==> src/rtl/conv_seq_pkg.sv <==
// Shared constants for the 1x1 conv layer sequencer: FSM encoding, channel counts
// and the counter-width helper.
package conv_seq_pkg;

  localparam logic [1:0] IDLE  = 2'd0;
  localparam logic [1:0] RUN   = 2'd1;
  localparam logic [1:0] DRAIN = 2'd2;
  localparam logic [1:0] DONE  = 2'd3;

  localparam int N_IN  = 12;
  localparam int N_OUT = 6;

  // Bits needed to hold the values 0..max_val inclusive.
  function automatic int cnt_width(input int max_val);
    return (max_val < 1) ? 1 : $clog2(max_val + 1);
  endfunction

endpackage

==> src/rtl/conv_seq_chk.sv <==
// Invariant checker for the sequencer's credit/FIFO relationship.
module conv_seq_chk #(
  parameter int CRD_W = 3,
  parameter int DEPTH = 4
) (
  input logic             clk,
  input logic             rst,
  input logic             push,
  input logic             pop,
  input logic             full,
  input logic [CRD_W-1:0] credits
);

  a_no_push_on_full: assert property (@(posedge clk) disable iff (!rst)
    !(push && full && !pop));

  a_credit_bound: assert property (@(posedge clk) disable iff (!rst)
    credits <= CRD_W'(DEPTH));

endmodule

==> src/rtl/conv_seq_fifo.sv <==
// First-word-fall-through synchronous FIFO for datapath results.
// A push on a full FIFO is accepted only when a pop frees a slot in the same cycle.
module conv_seq_fifo #(
  parameter int WIDTH = 192,
  parameter int DEPTH = 4
) (
  input  logic             clk,
  input  logic             rst,
  input  logic             push,
  input  logic [WIDTH-1:0] wdata,
  input  logic             pop,
  output logic [WIDTH-1:0] rdata,
  output logic             empty,
  output logic             full
);

  localparam int AW = $clog2(DEPTH);

  logic [WIDTH-1:0] mem_q [DEPTH];
  logic [AW:0]      wr_ptr_q, wr_ptr_d;
  logic [AW:0]      rd_ptr_q, rd_ptr_d;
  logic             do_push, do_pop;

  assign empty = (wr_ptr_q == rd_ptr_q);
  assign full  = (wr_ptr_q[AW] != rd_ptr_q[AW]) && (wr_ptr_q[AW-1:0] == rd_ptr_q[AW-1:0]);
  // Head is forced to zero while empty so the output port is clean out of reset.
  assign rdata = empty ? {WIDTH{1'b0}} : mem_q[rd_ptr_q[AW-1:0]];

  always_comb begin
    do_pop  = pop && !empty;
    do_push = push && (!full || do_pop);
    if (do_push) begin
      wr_ptr_d = wr_ptr_q + (AW+1)'(1);
    end else begin
      wr_ptr_d = wr_ptr_q;
    end
    if (do_pop) begin
      rd_ptr_d = rd_ptr_q + (AW+1)'(1);
    end else begin
      rd_ptr_d = rd_ptr_q;
    end
  end

  always_ff @(posedge clk or negedge rst) begin
    if (!rst) begin
      wr_ptr_q <= {(AW+1){1'b0}};
      rd_ptr_q <= {(AW+1){1'b0}};
    end else begin
      wr_ptr_q <= wr_ptr_d;
      rd_ptr_q <= rd_ptr_d;
    end
  end

  always_ff @(posedge clk) begin
    if (do_push) begin
      mem_q[wr_ptr_q[AW-1:0]] <= wdata;
    end
  end

endmodule

==> src/rtl/conv1x1_layer_sequencer.sv <==
// Frame sequencer for the 12-in/6-out 1x1 conv datapath: credit-gated pixel feed,
// result FIFO and frame completion. `define CONV_SEQ_PERF_EN adds the stall_cnt output.
module conv1x1_layer_sequencer
  import conv_seq_pkg::*;
#(
  parameter int IMG_Width  = 3,
  parameter int IMG_Height = 3,
  parameter int Datawidth  = 32,
  parameter int CONV_LAT   = 3,
  parameter int FIFO_DEPTH = 4
) (
  input  logic                       clk,
  input  logic                       rst,
  input  logic                       start,
  output logic                       busy,
  output logic                       done,
  output logic                       err,
  input  logic                       s_valid,
  output logic                       s_ready,
  input  logic [N_IN*Datawidth-1:0]  s_data,
  output logic                       conv_rst,
  output logic                       conv_valid_in,
  output logic [N_IN*Datawidth-1:0]  conv_data_in,
  input  logic                       conv_valid_out,
  input  logic [N_OUT*Datawidth-1:0] conv_data_out,
  output logic                       m_valid,
  input  logic                       m_ready,
  output logic [N_OUT*Datawidth-1:0] m_data
`ifdef CONV_SEQ_PERF_EN
  ,
  output logic [31:0]                stall_cnt
`endif
);

  localparam int NPIX  = IMG_Width * IMG_Height;
  localparam int CNT_W = cnt_width(NPIX);
  localparam int CRD_W = cnt_width(FIFO_DEPTH);
  localparam logic [CNT_W-1:0] NPIX_C  = CNT_W'(NPIX);
  localparam logic [CRD_W-1:0] DEPTH_C = CRD_W'(FIFO_DEPTH);

  if (CONV_LAT < 1 || FIFO_DEPTH < 2 || (FIFO_DEPTH & (FIFO_DEPTH - 1)) != 0) begin : g_bad_cfg
    $error("conv1x1_layer_sequencer: CONV_LAT must be >=1, FIFO_DEPTH a power of 2 >=2");
  end

  logic [1:0]                state_q, state_d;
  logic [CNT_W-1:0]          in_cnt_q, in_cnt_d;
  logic [CNT_W-1:0]          out_cnt_q, out_cnt_d;
  logic [CRD_W-1:0]          credits_q, credits_d;
  logic                      err_q, err_d;
  logic                      cvi_q, cvi_d;
  logic [N_IN*Datawidth-1:0] cdi_q, cdi_d;
  logic [1:0]                rst_sync_q;
  logic                      s_ready_c, accept, push, pop;
  logic                      fifo_empty, fifo_full;

  // Handshakes and FSM; counters only move on accept/push, so IDLE keeps them unless start clears.
  always_comb begin
    s_ready_c = (state_q == RUN) && (credits_q != {CRD_W{1'b0}}) && (in_cnt_q != NPIX_C);
    accept    = s_valid && s_ready_c;
    pop       = m_ready && !fifo_empty;
    push      = conv_valid_out && (state_q != IDLE) && (out_cnt_q != NPIX_C);
    state_d   = state_q;
    in_cnt_d  = accept ? (in_cnt_q + CNT_W'(1)) : in_cnt_q;
    out_cnt_d = push ? (out_cnt_q + CNT_W'(1)) : out_cnt_q;
    case (state_q)
      IDLE: begin
        if (start) begin
          state_d   = RUN;
          in_cnt_d  = {CNT_W{1'b0}};
          out_cnt_d = {CNT_W{1'b0}};
        end else begin
          state_d = IDLE;
        end
      end
      RUN: begin
        if (accept && (in_cnt_q == NPIX_C - CNT_W'(1))) begin
          state_d = DRAIN;
        end else begin
          state_d = RUN;
        end
      end
      DRAIN: begin
        if (out_cnt_q == NPIX_C) begin
          state_d = DONE;
        end else begin
          state_d = DRAIN;
        end
      end
      DONE:    state_d = IDLE;
      default: state_d = IDLE;
    endcase
  end

  // Credits track in-flight plus stored results; a simultaneous accept and pop cancel out.
  always_comb begin
    case ({accept, pop})
      2'b10:   credits_d = credits_q - CRD_W'(1);
      2'b01:   credits_d = credits_q + CRD_W'(1);
      default: credits_d = credits_q;
    endcase
    err_d = err_q | (conv_valid_out && !push);
    cvi_d = accept;
    cdi_d = accept ? s_data : cdi_q;
  end

  always_ff @(posedge clk or negedge rst) begin
    if (!rst) begin
      state_q   <= IDLE;
      in_cnt_q  <= {CNT_W{1'b0}};
      out_cnt_q <= {CNT_W{1'b0}};
      credits_q <= DEPTH_C;
      err_q     <= 1'b0;
      cvi_q     <= 1'b0;
      cdi_q     <= {(N_IN*Datawidth){1'b0}};
    end else begin
      state_q   <= state_d;
      in_cnt_q  <= in_cnt_d;
      out_cnt_q <= out_cnt_d;
      credits_q <= credits_d;
      err_q     <= err_d;
      cvi_q     <= cvi_d;
      cdi_q     <= cdi_d;
    end
  end

  // Datapath reset asserts with rst and releases on the second clock edge afterwards.
  always_ff @(posedge clk or negedge rst) begin
    if (!rst) begin
      rst_sync_q <= 2'b11;
    end else begin
      rst_sync_q <= {rst_sync_q[0], 1'b0};
    end
  end

`ifdef CONV_SEQ_PERF_EN
  logic [31:0] stall_q, stall_d;

  always_comb begin
    if ((state_q == IDLE) && start) begin
      stall_d = 32'd0;
    end else if ((state_q == RUN) && s_valid && !s_ready_c && (stall_q != 32'hFFFF_FFFF)) begin
      stall_d = stall_q + 32'd1;
    end else begin
      stall_d = stall_q;
    end
  end

  always_ff @(posedge clk or negedge rst) begin
    if (!rst) begin
      stall_q <= 32'd0;
    end else begin
      stall_q <= stall_d;
    end
  end

  assign stall_cnt = stall_q;
`endif

  conv_seq_fifo #(
    .WIDTH (N_OUT * Datawidth),
    .DEPTH (FIFO_DEPTH)
  ) u_fifo (
    .clk   (clk),
    .rst   (rst),
    .push  (push),
    .wdata (conv_data_out),
    .pop   (pop),
    .rdata (m_data),
    .empty (fifo_empty),
    .full  (fifo_full)
  );

  conv_seq_chk #(
    .CRD_W (CRD_W),
    .DEPTH (FIFO_DEPTH)
  ) u_chk (
    .clk     (clk),
    .rst     (rst),
    .push    (push),
    .pop     (pop),
    .full    (fifo_full),
    .credits (credits_q)
  );

  assign busy          = (state_q != IDLE);
  assign done          = (state_q == DONE);
  assign err           = err_q;
  assign s_ready       = s_ready_c;
  assign conv_rst      = rst_sync_q[1];
  assign conv_valid_in = cvi_q;
  assign conv_data_in  = cdi_q;
  assign m_valid       = !fifo_empty;

endmodule

==> config.mk <==
export PLATFORM = sky130hd
export DESIGN_NAME = conv1x1_layer_sequencer
export DESIGN_NICKNAME = d
export VERILOG_FILES = /design/src/rtl/conv_seq_pkg.sv /design/src/rtl/conv_seq_chk.sv /design/src/rtl/conv_seq_fifo.sv /design/src/rtl/conv1x1_layer_sequencer.sv
export SDC_FILE = /design/constraint.sdc
export NUM_CORES = 2
export LEC_CHECK = 0
export ABC_AREA = 1
export CAP_MARGIN = 15
export CORE_AREA = 2 2 453 455
export CTS_CLUSTER_SIZE = 40
export DETAILED_ROUTE_END_ITERATION = 7
export DIE_AREA = 0 0 455 457
export GPL_TIMING_DRIVEN = 0
export PLACE_DENSITY = 0.41
export SETUP_SLACK_MARGIN = 0.02
export SKIP_LAST_GASP = 1
export SLEW_MARGIN = 30
export SYNTH_ARGS = -nofsm -noshare
export SYNTH_HDL_FRONTEND = slang
export SYNTH_SLANG_ARGS = --single-unit
==> constraint.sdc <==
create_clock -name clk -period 10.85 [get_ports clk]
set_input_delay 2.17 -clock clk [delete_from_list [all_inputs] [get_ports clk]]
set_output_delay 2.17 -clock clk [all_outputs]
set_load 0.1 [all_outputs]
==> summary.md <==
| Metric | Value |
|---|---|
| Critical R2R Launch | u_fifo.rd_ptr_q[0] |
| CTS tree | yes |
| Resized Gates After CTS | 0 |
| Top cell type's share of synthesized area | about half |
| Synth Warn # | 0 |
| Clock net sink count | roughly 1,200 |
| Die X | ~460 um |
| Max Clock Skew | 0.0319 ns |
| Area growth syn-to-layout | 43.7% |
| Area of the multi-input gates | 0.0107 sq mm |
| Syn avg cell area | 10.9 sq um |
| Post-CTS Setup Inserts | 0 |
| ANT nets after route | 0 |
| Post-Syn Area | between 0.04 and 0.05 sq mm |
| Highest Clock Rate | 149 MHz |
| Synth area leaders | edfxtp_1 50%, dfrtp_1 22%, nand2_1 11% |
| CTS Buffer Depth | 3 |
| Placed Area | a little over 0.06 sq mm |
| Max-cap violations | 0 |
| Final-report hold violation count | 0 |
| Fillers | 20,883 |
| H-tree depth | 4 |
| WL met2 | 112 mm |
| Post-route cell area | 0.0661 sq mm |
| Hold path cells | 0 |
| Slew margin rel. | between 30% and 40% |
| DR top layer | met5 |
| Syn nets | around 4,800 |
| Largest net degree at the start of global routing | 81 |
| DIE HEIGHT | about 460 um |
| Reg2reg end | u_fifo.mem_q[0][26] |
| First-pass GRT wire length | 290 mm |
| Die area | 0.208 sq mm |
| Overall routing resource usage | 20.0% |
| Reg-to-reg slack, setup | between 7 and 8 ns |
| Num rows | 166 |
| Status | finished clean |
| Gpl congestion | 0.953 |
| Synth unique cells | 27 |
| Crit path arrival time | 4.55 ns |
| # port buffers | ~1,200 |
| Hold Path Origin | rst_sync_q[0] |
| Setup TNS Final | 0 ns |
| Routed length on met1 | 79.5 mm |
| Hold Buf Count CTS | 0 |
| Wirelength, routed | 214 mm |
| Slew @ Worst Pin | 1.04 ns |
| 1st-pass router iterations | 5 |
| FF-to-FF path depth | 13 |
| Vias/cell | between 4 and 5 |
| Clock-pin slew on the worst setup and hold paths | 0.06 ns |
| Sequential area share after synthesis | 72.3% |
| WHS | between 0.3 and 0.4 ns |
| Fin crit period | 6.72 ns |
| Layout cells sized above 1 | 11.4% |
| Vias in the first global route | between 30,000 and 40,000 |
| Core area | 0.203 sq mm |
| Total CTS buffers | 145 |
| Final setup margin | 4.13 ns |
| Hold Path Sink | rst_sync_q[1] |
| Place WS | 4.76 ns |
| Antenna violations before repair | ~120 |
| Io pins | between 1,000 and 1,500 |
| CP endpoint kind | primary output |
| Crit start category | flop |
| Cells after synthesis | 4,234 |
| Storage cell area | 0.0333 sq mm |
| Setup Viol. Count Final | 0 |
| Final #Nets | just over 6,000 |
| Worst-path fanout max | 10 |
| Final Max Slew Viols | 0 |
| Dpl hpwl | 169 mm |
| Initial DRC count | ~2,500 |
| Worst hold path type | reg2reg |
| # DRC | 0 |
| #FFs+latches synth | 1,175 |
| Routed wl met3 | approximately 13 mm |
| Post-synth top area cell | edfxtp_1 |
| Gr ovfl total | 0 |
| RSZ-0062 raised after global routing | false |
| Routed length per placed instance | around 25 um |
| Data required, critical path | 8.68 ns |
| Root Driver | clkbuf_16 |
| Starting Density | 22.6% |
| Via count | approximately 36,000 |
| WS Path Type | reg2out |
| Period utilization | between 60% and 70% |
| Worst-skew pair later-pin latency | 0.79 ns |
[state kept, by name, summed over array words and instances (netlist names), named ones only]
register and flops:
conv_data_in 384, u_fifo.wr_ptr_q 3, rst_sync_q 2, in_cnt_q 4, credits_q 3, u_fifo.rd_ptr_q 3, conv_valid_in 1, u_fifo.mem_q 768
out_cnt_q 4, err 1, state_q 1
[worst max-delay path by stage]
stage	from	endpoint	slack (ns)	cells after the start
floorplan	conv_valid_out	u_fifo.mem_q[0][0]	-0.38	4
global placement	rst	conv_data_in[145]	-12.83	1
detailed placement	u_fifo.rd_ptr_q[0]	m_data[112]	4.76	10
CTS	u_fifo.rd_ptr_q[0]	m_data[116]	3.85	10
global route	u_fifo.rd_ptr_q[0]	m_data[116]	3.84	10
finish	u_fifo.rd_ptr_q[0]	m_data[116]	4.13	10
[stage by stage]
step	std cells	util, %
floorplan	4234	-
global placement	8086	30.0
detailed placement	8147	30.3
CTS	8403	32.5
global route	8426	32.5
finish	8436	32.5
[critical path: stages, from the launching register on]
cell             delay, ns
dfrtp_1               0.35
buf_2                 0.34
buf_6                 0.28
xor2_1                0.20
nor2_2                0.07
nand2_2               0.39
buf_4                 0.41
buf_4                 0.29
nand2_1               0.07
inv_1                 0.15
clkdlybuf4s50_1       1.17
[routing by layer]
metal / track usage [%] / vias to the layer above
met4: 8.12 / 30
met5: 0 / -
met1: 21.7 / 17505
met3: 5.06 / 425
li1: - / 16709
met2: 36.8 / 1184
[synth_stat cells (all sizes together)]
cell type,count
clkbuf,85
dfrtp,404
a21o,1
inv,218
and3,1
buf,151
o21ai,581
nand2,1380
xor2,7
nor2,599
ha,11
fa,1
conb,1
nand4,2
a21oi,3
nand3,15
dfstp,3
nor3,1
edfxtp,768
xnor2,2
[area by class of cell]
type / instances / area share (%)
Clock inverter: 44 / 0.718
Inverter: 218 / 1.24
Multi-Input combinational cell: 2605 / 16.2
Timing Repair Buffer: 1225 / 18.2
Tap cell: 2688 / 5.09
Buffer: 236 / 1.84
Sequential cell: 1175 / 50.3
Clock buffer: 212 / 6.17
Antenna cell: 33 / 0.125
[layout by cell type, fill, tap and decap left out, types with 4 or more instances in the layout]
cell type        instances
buf_8                    7
clkbuf_8                13
buf_2                  327
buf_16                  52
clkinv_8                 4
buf_1                    5
inv_6                    4
buf_4                   45
diode_2                 33
o21ai_0                488
nor2_1                 593
nand2_1               1379
clkdlybuf4s50_1        927
ha_1                    11
nand3_1                 15
nor2_4                   4
edfxtp_1               768
inv_1                  216
dfrtp_1                404
clkbuf_16              148
clkinv_16                4
clkinv_2                12
clkinv_1                13
o21ai_1                 93
clkbuf_2                 7
clkbuf_1               134
xor2_1                   7
buf_6                    5
[cells by family after synthesis]
kind of cell	Yosys count	share of synthesized area [%]
AO/OA/AOI/OAI	585	6.37
XOR/XNOR	9	0.171
adder cells (fa/ha/maj)	12	0.343
buffers and inverters	454	4.42
flip-flops	1175	72.3
other	1	0.00815
AND/OR/NAND/NOR	1998	16.4
Power is left out: the tool's default activity adds up to more than one toggle a clock period on the data nets, which glitch-free logic cannot reach.
